[config.mk]
export PLATFORM = sky130hd
export DESIGN_NAME = id_stage_reg
export DESIGN_NICKNAME = d
export VERILOG_FILES = /design/src/rtl/id_stage_reg_pkg.sv /design/src/rtl/id_stage_reg_sat_counter.sv /design/src/rtl/id_stage_reg.sv
export SDC_FILE = /design/constraint.sdc
export NUM_CORES = 1
export LEC_CHECK = 0
export BUFFER_PORTS_ARGS = -buffer_cell sky130_fd_sc_hd__buf_2
export CORE_AREA = 4 4 148 150
export DETAILED_ROUTE_END_ITERATION = 7
export DIE_AREA = 0 0 152 154
export GPL_TIMING_DRIVEN = 0
export PLACE_DENSITY = 0.75
export RECOVER_POWER = 100
export SKIP_LAST_GASP = 1
export SYNTH_ARGS = -nofsm -noshare
export SYNTH_HDL_FRONTEND = slang
export SYNTH_SLANG_ARGS = --single-unit
[constraint.sdc]
create_clock -name clk -period 21.9 [get_ports clk]
set_input_delay 5.475 -clock clk [delete_from_list [all_inputs] [get_ports clk]]
set_output_delay 5.475 -clock clk [all_outputs]
set_load 0.01 [all_outputs]
[src/rtl/id_stage_reg_pkg.sv]
// Shared ID-stage definitions: datapath widths, branch and ALU command encodings.
package id_stage_reg_pkg;

  localparam int unsigned DATA_W     = 32;
  localparam int unsigned REG_ADDR_W = 5;
  localparam int unsigned ALU_CMD_W  = 4;
  localparam int unsigned BR_TYPE_W  = 2;

  typedef enum logic [BR_TYPE_W-1:0] {
    BR_NONE = 2'b00,
    BR_BEZ  = 2'b01,
    BR_BNE  = 2'b10,
    BR_JMP  = 2'b11
  } branch_type_e;

  typedef enum logic [ALU_CMD_W-1:0] {
    ALU_NOP = 4'b0000,
    ALU_MOV = 4'b0001,
    ALU_ADD = 4'b0010,
    ALU_SUB = 4'b0011,
    ALU_AND = 4'b0100,
    ALU_OR  = 4'b0101,
    ALU_XOR = 4'b0110,
    ALU_SHL = 4'b0111,
    ALU_SHR = 4'b1000
  } alu_cmd_e;

  // Per-cycle action of the pipeline register.
  typedef enum logic [1:0] {
    ACT_LOAD   = 2'd0,
    ACT_BUBBLE = 2'd1,
    ACT_HOLD   = 2'd2
  } id_action_e;

  // The ALU command only carries meaning for ops that write back or store.
  function automatic logic alu_cmd_used(input logic wb_en, input logic mem_write);
    return wb_en | mem_write;
  endfunction

endpackage

[src/rtl/id_stage_reg_sat_counter.sv]
// Saturating up-counter: increments on inc, sticks at all-ones.
module sat_counter #(
  parameter int unsigned CNT_W = 16
) (
  input  logic             clk,
  input  logic             rst,
  input  logic             inc,
  output logic [CNT_W-1:0] cnt
);

  logic [CNT_W-1:0] cnt_q;
  logic [CNT_W-1:0] cnt_d;

  // Next count: advance unless already saturated.
  always_comb begin
    cnt_d = cnt_q;
    if (inc && (cnt_q != '1)) cnt_d = cnt_q + CNT_W'(1);
  end

  // Count register with asynchronous clear.
  always_ff @(posedge clk or posedge rst) begin
    if (rst) cnt_q <= '0;
    else     cnt_q <= cnt_d;
  end

  assign cnt = cnt_q;

endmodule

[src/rtl/id_stage_reg.sv]
// ID/EXE pipeline register with freeze/flush/hazard control and bubble counter.
module id_stage_reg
  import id_stage_reg_pkg::*;
#(
  parameter int unsigned DATA_W     = id_stage_reg_pkg::DATA_W,
  parameter int unsigned REG_ADDR_W = id_stage_reg_pkg::REG_ADDR_W,
  parameter int unsigned CNT_W      = 16
) (
  input  logic                  clk,
  input  logic                  rst,
  input  logic                  freeze,
  input  logic                  flush,
  input  logic                  hazard,
  input  logic                  valid_in,
  input  logic [DATA_W-1:0]     pc_in,
  input  logic [ALU_CMD_W-1:0]  alu_cmd_in,
  input  logic                  mem_read_in,
  input  logic                  mem_write_in,
  input  logic                  wb_en_in,
  input  logic                  is_imm_in,
  input  logic [BR_TYPE_W-1:0]  branch_type_in,
  input  logic [DATA_W-1:0]     val1_in,
  input  logic [DATA_W-1:0]     val2_in,
  input  logic [DATA_W-1:0]     st_val_in,
  input  logic [DATA_W-1:0]     imm_in,
  input  logic [REG_ADDR_W-1:0] dest_in,
  input  logic [REG_ADDR_W-1:0] src1_in,
  input  logic [REG_ADDR_W-1:0] src2_in,
  output logic                  valid_out,
  output logic [DATA_W-1:0]     pc_out,
  output logic [ALU_CMD_W-1:0]  alu_cmd_out,
  output logic                  mem_read_out,
  output logic                  mem_write_out,
  output logic                  wb_en_out,
  output logic                  is_imm_out,
  output logic [BR_TYPE_W-1:0]  branch_type_out,
  output logic [DATA_W-1:0]     val1_out,
  output logic [DATA_W-1:0]     val2_out,
  output logic [DATA_W-1:0]     st_val_out,
  output logic [DATA_W-1:0]     imm_out,
  output logic [REG_ADDR_W-1:0] dest_out,
  output logic [REG_ADDR_W-1:0] src1_out,
  output logic [REG_ADDR_W-1:0] src2_out,
  output logic [CNT_W-1:0]      bubble_cnt
);

  id_action_e act;

  logic                  valid_q,    valid_d;
  logic [DATA_W-1:0]     pc_q,       pc_d;
  logic [ALU_CMD_W-1:0]  alu_cmd_q,  alu_cmd_d;
  logic                  mem_read_q, mem_read_d;
  logic                  mem_write_q, mem_write_d;
  logic                  wb_en_q,    wb_en_d;
  logic                  is_imm_q,   is_imm_d;
  logic [BR_TYPE_W-1:0]  br_type_q,  br_type_d;
  logic [DATA_W-1:0]     val1_q,     val1_d;
  logic [DATA_W-1:0]     val2_q,     val2_d;
  logic [DATA_W-1:0]     st_val_q,   st_val_d;
  logic [DATA_W-1:0]     imm_q,      imm_d;
  logic [REG_ADDR_W-1:0] dest_q,     dest_d;
  logic [REG_ADDR_W-1:0] src1_q,     src1_d;
  logic [REG_ADDR_W-1:0] src2_q,     src2_d;

  // Action select: freeze beats flush/hazard, which beat a normal load.
  always_comb begin
    act = ACT_LOAD;
    if (freeze)                act = ACT_HOLD;
    else if (flush || hazard)  act = ACT_BUBBLE;
  end

  // Next-state for every field; default holds current contents.
  always_comb begin
    valid_d     = valid_q;
    pc_d        = pc_q;
    alu_cmd_d   = alu_cmd_q;
    mem_read_d  = mem_read_q;
    mem_write_d = mem_write_q;
    wb_en_d     = wb_en_q;
    is_imm_d    = is_imm_q;
    br_type_d   = br_type_q;
    val1_d      = val1_q;
    val2_d      = val2_q;
    st_val_d    = st_val_q;
    imm_d       = imm_q;
    dest_d      = dest_q;
    src1_d      = src1_q;
    src2_d      = src2_q;
    case (act)
      ACT_BUBBLE: begin
        valid_d     = 1'b0;
        pc_d        = '0;
        alu_cmd_d   = '0;
        mem_read_d  = 1'b0;
        mem_write_d = 1'b0;
        wb_en_d     = 1'b0;
        is_imm_d    = 1'b0;
        br_type_d   = '0;
        val1_d      = '0;
        val2_d      = '0;
        st_val_d    = '0;
        imm_d       = '0;
        dest_d      = '0;
        src1_d      = '0;
        src2_d      = '0;
      end
      ACT_LOAD: begin
        // An empty slot loads its data fields but carries no control, so it
        // behaves as a bubble downstream without counting as one.
        valid_d     = valid_in;
        pc_d        = pc_in;
        mem_read_d  = valid_in & mem_read_in;
        mem_write_d = valid_in & mem_write_in;
        wb_en_d     = valid_in & wb_en_in;
        is_imm_d    = valid_in & is_imm_in;
        br_type_d   = valid_in ? branch_type_in : '0;
        alu_cmd_d   = (valid_in && alu_cmd_used(wb_en_in, mem_write_in)) ? alu_cmd_in : '0;
        val1_d      = val1_in;
        val2_d      = val2_in;
        st_val_d    = st_val_in;
        imm_d       = imm_in;
        dest_d      = dest_in;
        src1_d      = src1_in;
        src2_d      = src2_in;
      end
      default: ;
    endcase
  end

  // Pipeline register with asynchronous clear.
  always_ff @(posedge clk or posedge rst) begin
    if (rst) begin
      valid_q     <= 1'b0;
      pc_q        <= '0;
      alu_cmd_q   <= '0;
      mem_read_q  <= 1'b0;
      mem_write_q <= 1'b0;
      wb_en_q     <= 1'b0;
      is_imm_q    <= 1'b0;
      br_type_q   <= '0;
      val1_q      <= '0;
      val2_q      <= '0;
      st_val_q    <= '0;
      imm_q       <= '0;
      dest_q      <= '0;
      src1_q      <= '0;
      src2_q      <= '0;
    end else begin
      valid_q     <= valid_d;
      pc_q        <= pc_d;
      alu_cmd_q   <= alu_cmd_d;
      mem_read_q  <= mem_read_d;
      mem_write_q <= mem_write_d;
      wb_en_q     <= wb_en_d;
      is_imm_q    <= is_imm_d;
      br_type_q   <= br_type_d;
      val1_q      <= val1_d;
      val2_q      <= val2_d;
      st_val_q    <= st_val_d;
      imm_q       <= imm_d;
      dest_q      <= dest_d;
      src1_q      <= src1_d;
      src2_q      <= src2_d;
    end
  end

  sat_counter #(.CNT_W(CNT_W)) u_bubble_cnt (
    .clk (clk),
    .rst (rst),
    .inc (act == ACT_BUBBLE),
    .cnt (bubble_cnt)
  );

  assign valid_out       = valid_q;
  assign pc_out          = pc_q;
  assign alu_cmd_out     = alu_cmd_q;
  assign mem_read_out    = mem_read_q;
  assign mem_write_out   = mem_write_q;
  assign wb_en_out       = wb_en_q;
  assign is_imm_out      = is_imm_q;
  assign branch_type_out = br_type_q;
  assign val1_out        = val1_q;
  assign val2_out        = val2_q;
  assign st_val_out      = st_val_q;
  assign imm_out         = imm_q;
  assign dest_out        = dest_q;
  assign src1_out        = src1_q;
  assign src2_out        = src2_q;

endmodule
==> flow_metrics.py <==
metrics = {
    "yosys": {
        "synth-async-reset-ratio": 1.00,
        "synth_common_cells": "202 x dfrtp_1, 185 x a22o_1, 20 x clkbuf_1",
        "yosys.cell_types.count": 34,
        "synth_nets": 677,
        "yosysSeqAreaShare": 0.692,
        "synth_area_per_cell_um2": 15.1,
        "ys.flop_type": "dfrtp_1",
        "ys_warn_count": 0,
        "syn-cell-area_um2": 7300,
        "synth.most_common_cell": "dfrtp_1",
        "synth_area_leaders": "dfrtp_1 69%, a22o_1 22%, xor2_1 1.4%",
        "netlist.area_leader.share": 0.692,
        "synth_top_cell_by_area": "dfrtp_1",
        "synth-edff-count": 0,
        "synth_cells": 485,
        "ys_seq_elements": 202,
    },
    "min_path": {
        "min_from": "valid_out",
        "hold_class": "reg -> reg",
    },
    "timing": {
        "slew_viol_final": 88,
        "rsz0062_at_grt": "false",
        "max_freq_mhz": 128,
        "final.period_utilization": 0.358,
        "fin_tns_setup_ns": 0,
        "worstMarginPinSlew_ns": 3.79,
        "slew_headroom": -1.54,
        "final.min_clock_period_ns": 7.83,
        "fin_skew_ns": 0.00310,
        "hold_violations": 0,
        "finalSetupViolCount": 0,
    },
    "pwr": {
        "seqPwrFrac": 0.470,
        "sw_frac_of_total": 0.241,
        "power_frac_comb": 0.110,
        "p_leak_nw": 4.95,
        "p_int_uw": 671,
        "power_switching_uw": 213,
        "vdd_ir_drop_max_mv": 0.0629,
        "p_clk_frac": 0.420,
        "cellPowerDensity_nw_per_um2": 88.1,
    },
    "worst_setup_path": {
        "reg2reg_to": "u_bubble_cnt.cnt[1]",
        "path_cells": "buf_2 > clkinvlp_2",
        "r2r_start": "u_bubble_cnt.cnt[0]",
        "crit_slowest_cell": "clkinvlp_2",
        "reg2reg_slack_ns": 20.04,
        "cp.required_ns": 21.84,
        "r2r_cells": 6,
        "crit_fanout": 88,
        "crit_end": "branch_type_out[1]",
        "worstSetupStartpointType": "input port",
        "crit_arrival_ns": 7.77,
        "cp.depth": 2,
        "path_buf_inv": 2,
        "crit_type": "in -> async",
        "path_delay_family": "buffers and inverters",
        "endpoint_kind": "async pin",
        "startpoint": "rst",
        "worst_path_largest_cell_delay_ns": 2.11,
    },
    "drt": {
        "dr.max_layer_used": "met4",
        "route.met2.wl_mm": 11.0,
        "drtPass1Iterations": 6,
        "vias": 5936,
        "drt-met1-wl_mm": 8.81,
        "route.detailed.drc": 0,
        "wl_per_cell_um": 18.7,
        "met3_length_mm": 1.78,
        "routed_via_density": 5.00,
        "antenna_left": 0,
        "postRouteWirelength_mm": 22.2,
        "drt-initial-drc-count": 321,
    },
    "die": {
        "die_w_um": 152,
        "initial_utilization": 0.353,
        "die_h_um": 154,
        "core_area_um2": 20700,
        "ioPinCount": 393,
        "die_area_um2": 23400,
        "rows": 53,
    },
    "clocking": {
        "cts.repair.resized": 0,
        "cts_max_level": 1,
        "cts.sinks": 202,
        "clkTransAtPathRegs_ns": 0.06,
        "cts_tree": "yes",
        "cts_inserted_buffers": 20,
        "hold_buffers": 0,
        "clock_path_buffers": 3,
        "clock_latency_ns": 0.48,
        "cts_root_buf": "clkbuf_16",
        "post_cts_buffers": 0,
    },
    "finish": {
        "n_antenna_cell": 0,
        "final_area_um2": 10000,
        "drive_above_1_share": 0.246,
        "fillers": 1941,
        "nNetsFinal": 1091,
        "syn_to_final_growth_pct": 37.5,
    },
    "grt": {
        "gr-total-overflow": 0,
        "grt_max_degree": 116,
        "grt_pass1_vias": 6292,
        "antenna_found_initial": 0,
        "track_usage": 0.182,
        "grt_pass1_wl_mm": 35.0,
    },
    "placement": {
        "port_buffers": 391,
        "postPlaceCellArea_um2": 9640,
        "dp_hpwl_mm": 16.7,
        "gp_congestion": 0.912,
    },
    "flow_run": {
        "drv_cap": 1,
    },
    "status": {
        "violations": "capacitance limit, slew limit",
        "outcome": "complete, but fails checks",
    },
}
[state kept, by name, summed over array words and instances (netlist names), 2 cells and up]
signal / count
src1_out: 5
dest_out: 5
alu_cmd_out: 4
src2_out: 5
st_val_out: 32
pc_out: 32
branch_type_out: 2
imm_out: 32
val2_out: 32
val1_out: 32
u_bubble_cnt.cnt: 16
[through the flow]
step	power (mW)	utilization	hold WS [ns]	cells	worst slack (ns)
2_1_floorplan	0.470	-	0.521	485	10.91
3_3_place_gp	0.524	0.464	0.461	1151	9.00
3_5_place_dp	0.528	0.466	0.480	1152	14.48
4_1_cts	0.905	0.501	0.494	1188	14.99
5_1_grt	0.922	0.485	0.498	1188	13.39
6_report	0.884	0.485	0.490	1188	14.07
[final cells by class]
cell class	instances	area [µm²]	share of cell area
clock buffer	28	582	0.0580
sequential	202	5050	0.504
timing repair buffer	392	1730	0.173
inverter	1	5.00	0.000499
multi-input combinational	240	2010	0.200
buffer	42	165	0.0165
clock inverter	8	148	0.0147
tap	275	344	0.0343
[power groups by stage]
stage	sequential, mW	combinational, mW	clock, mW
finish	0.415	0.0974	0.372
floorplan	0.432	0.0378	0
global route	0.418	0.107	0.396
CTS	0.416	0.107	0.382
global placement	0.421	0.103	0
detailed placement	0.422	0.107	0
[how the worst min path moves through the flow]
stage | to | cells past startpoint
global route | valid_out | 1
global placement | valid_out | 1
finish | valid_out | 1
CTS | valid_out | 1
floorplan | valid_out | 1
detailed placement | valid_out | 1
[worst register-to-register path, cell delays in order, from the launching register on]
cell and delay [ns]:
dfrtp_1 0.43, ha_1 0.23, and3_1 0.21, and4bb_1 0.20
buf_6 0.13, nor2b_1 0.20, mux2_1 0.34
[per-layer routing]
metal	GRT usage	vias up
met3	0.0518	37
li1	-	2698
met2	0.315	284
met4	0.0548	0
met5	0	-
met1	0.223	2917
[logic make-up after synthesis]
| logic type | after synthesis | share of synthesized area |
|---|---|---|
| XOR/XNOR | 13 | 0.0156 |
| buffers and inverters | 43 | 0.0260 |
| flip-flops | 202 | 0.692 |
| AND/OR/NAND/NOR | 32 | 0.0334 |
| multiplexers | 1 | 0.00154 |
| AO/OA/AOI/OAI | 193 | 0.229 |
| adder cells (fa/ha/maj) | 1 | 0.00171 |
[cells in the final DEF (no fill, tap or decap)]
cell type / n
clkbuf_1: 243
dfrtp_1: 202
buf_2: 189
a22o_1: 185
clkbuf_16: 21
xor2_1: 12
nand4_1: 6
nand2_1: 5
nor3_1: 4
buf_1: 4
nor4_1: 4
o21ai_0: 4
bufinv_16: 4
clkbuf_8: 3
clkinvlp_4: 3
nor2_1: 2
clkinvlp_2: 1
and2_0: 1
o21a_1: 1
and4_1: 1
and2_1: 1
and3_1: 1
and4_4: 1
and4bb_1: 1
buf_6: 1
o21ba_1: 1
a21o_1: 1
nor2b_1: 1
mux2_1: 1
and3b_1: 1
nor3b_1: 1
o2111ai_1: 1
xnor2_1: 1
nor4b_1: 1
nand3_1: 1
ha_1: 1
clkinv_2: 1
buf_16: 1
Note: power is estimated with default switching activity, not from simulation.
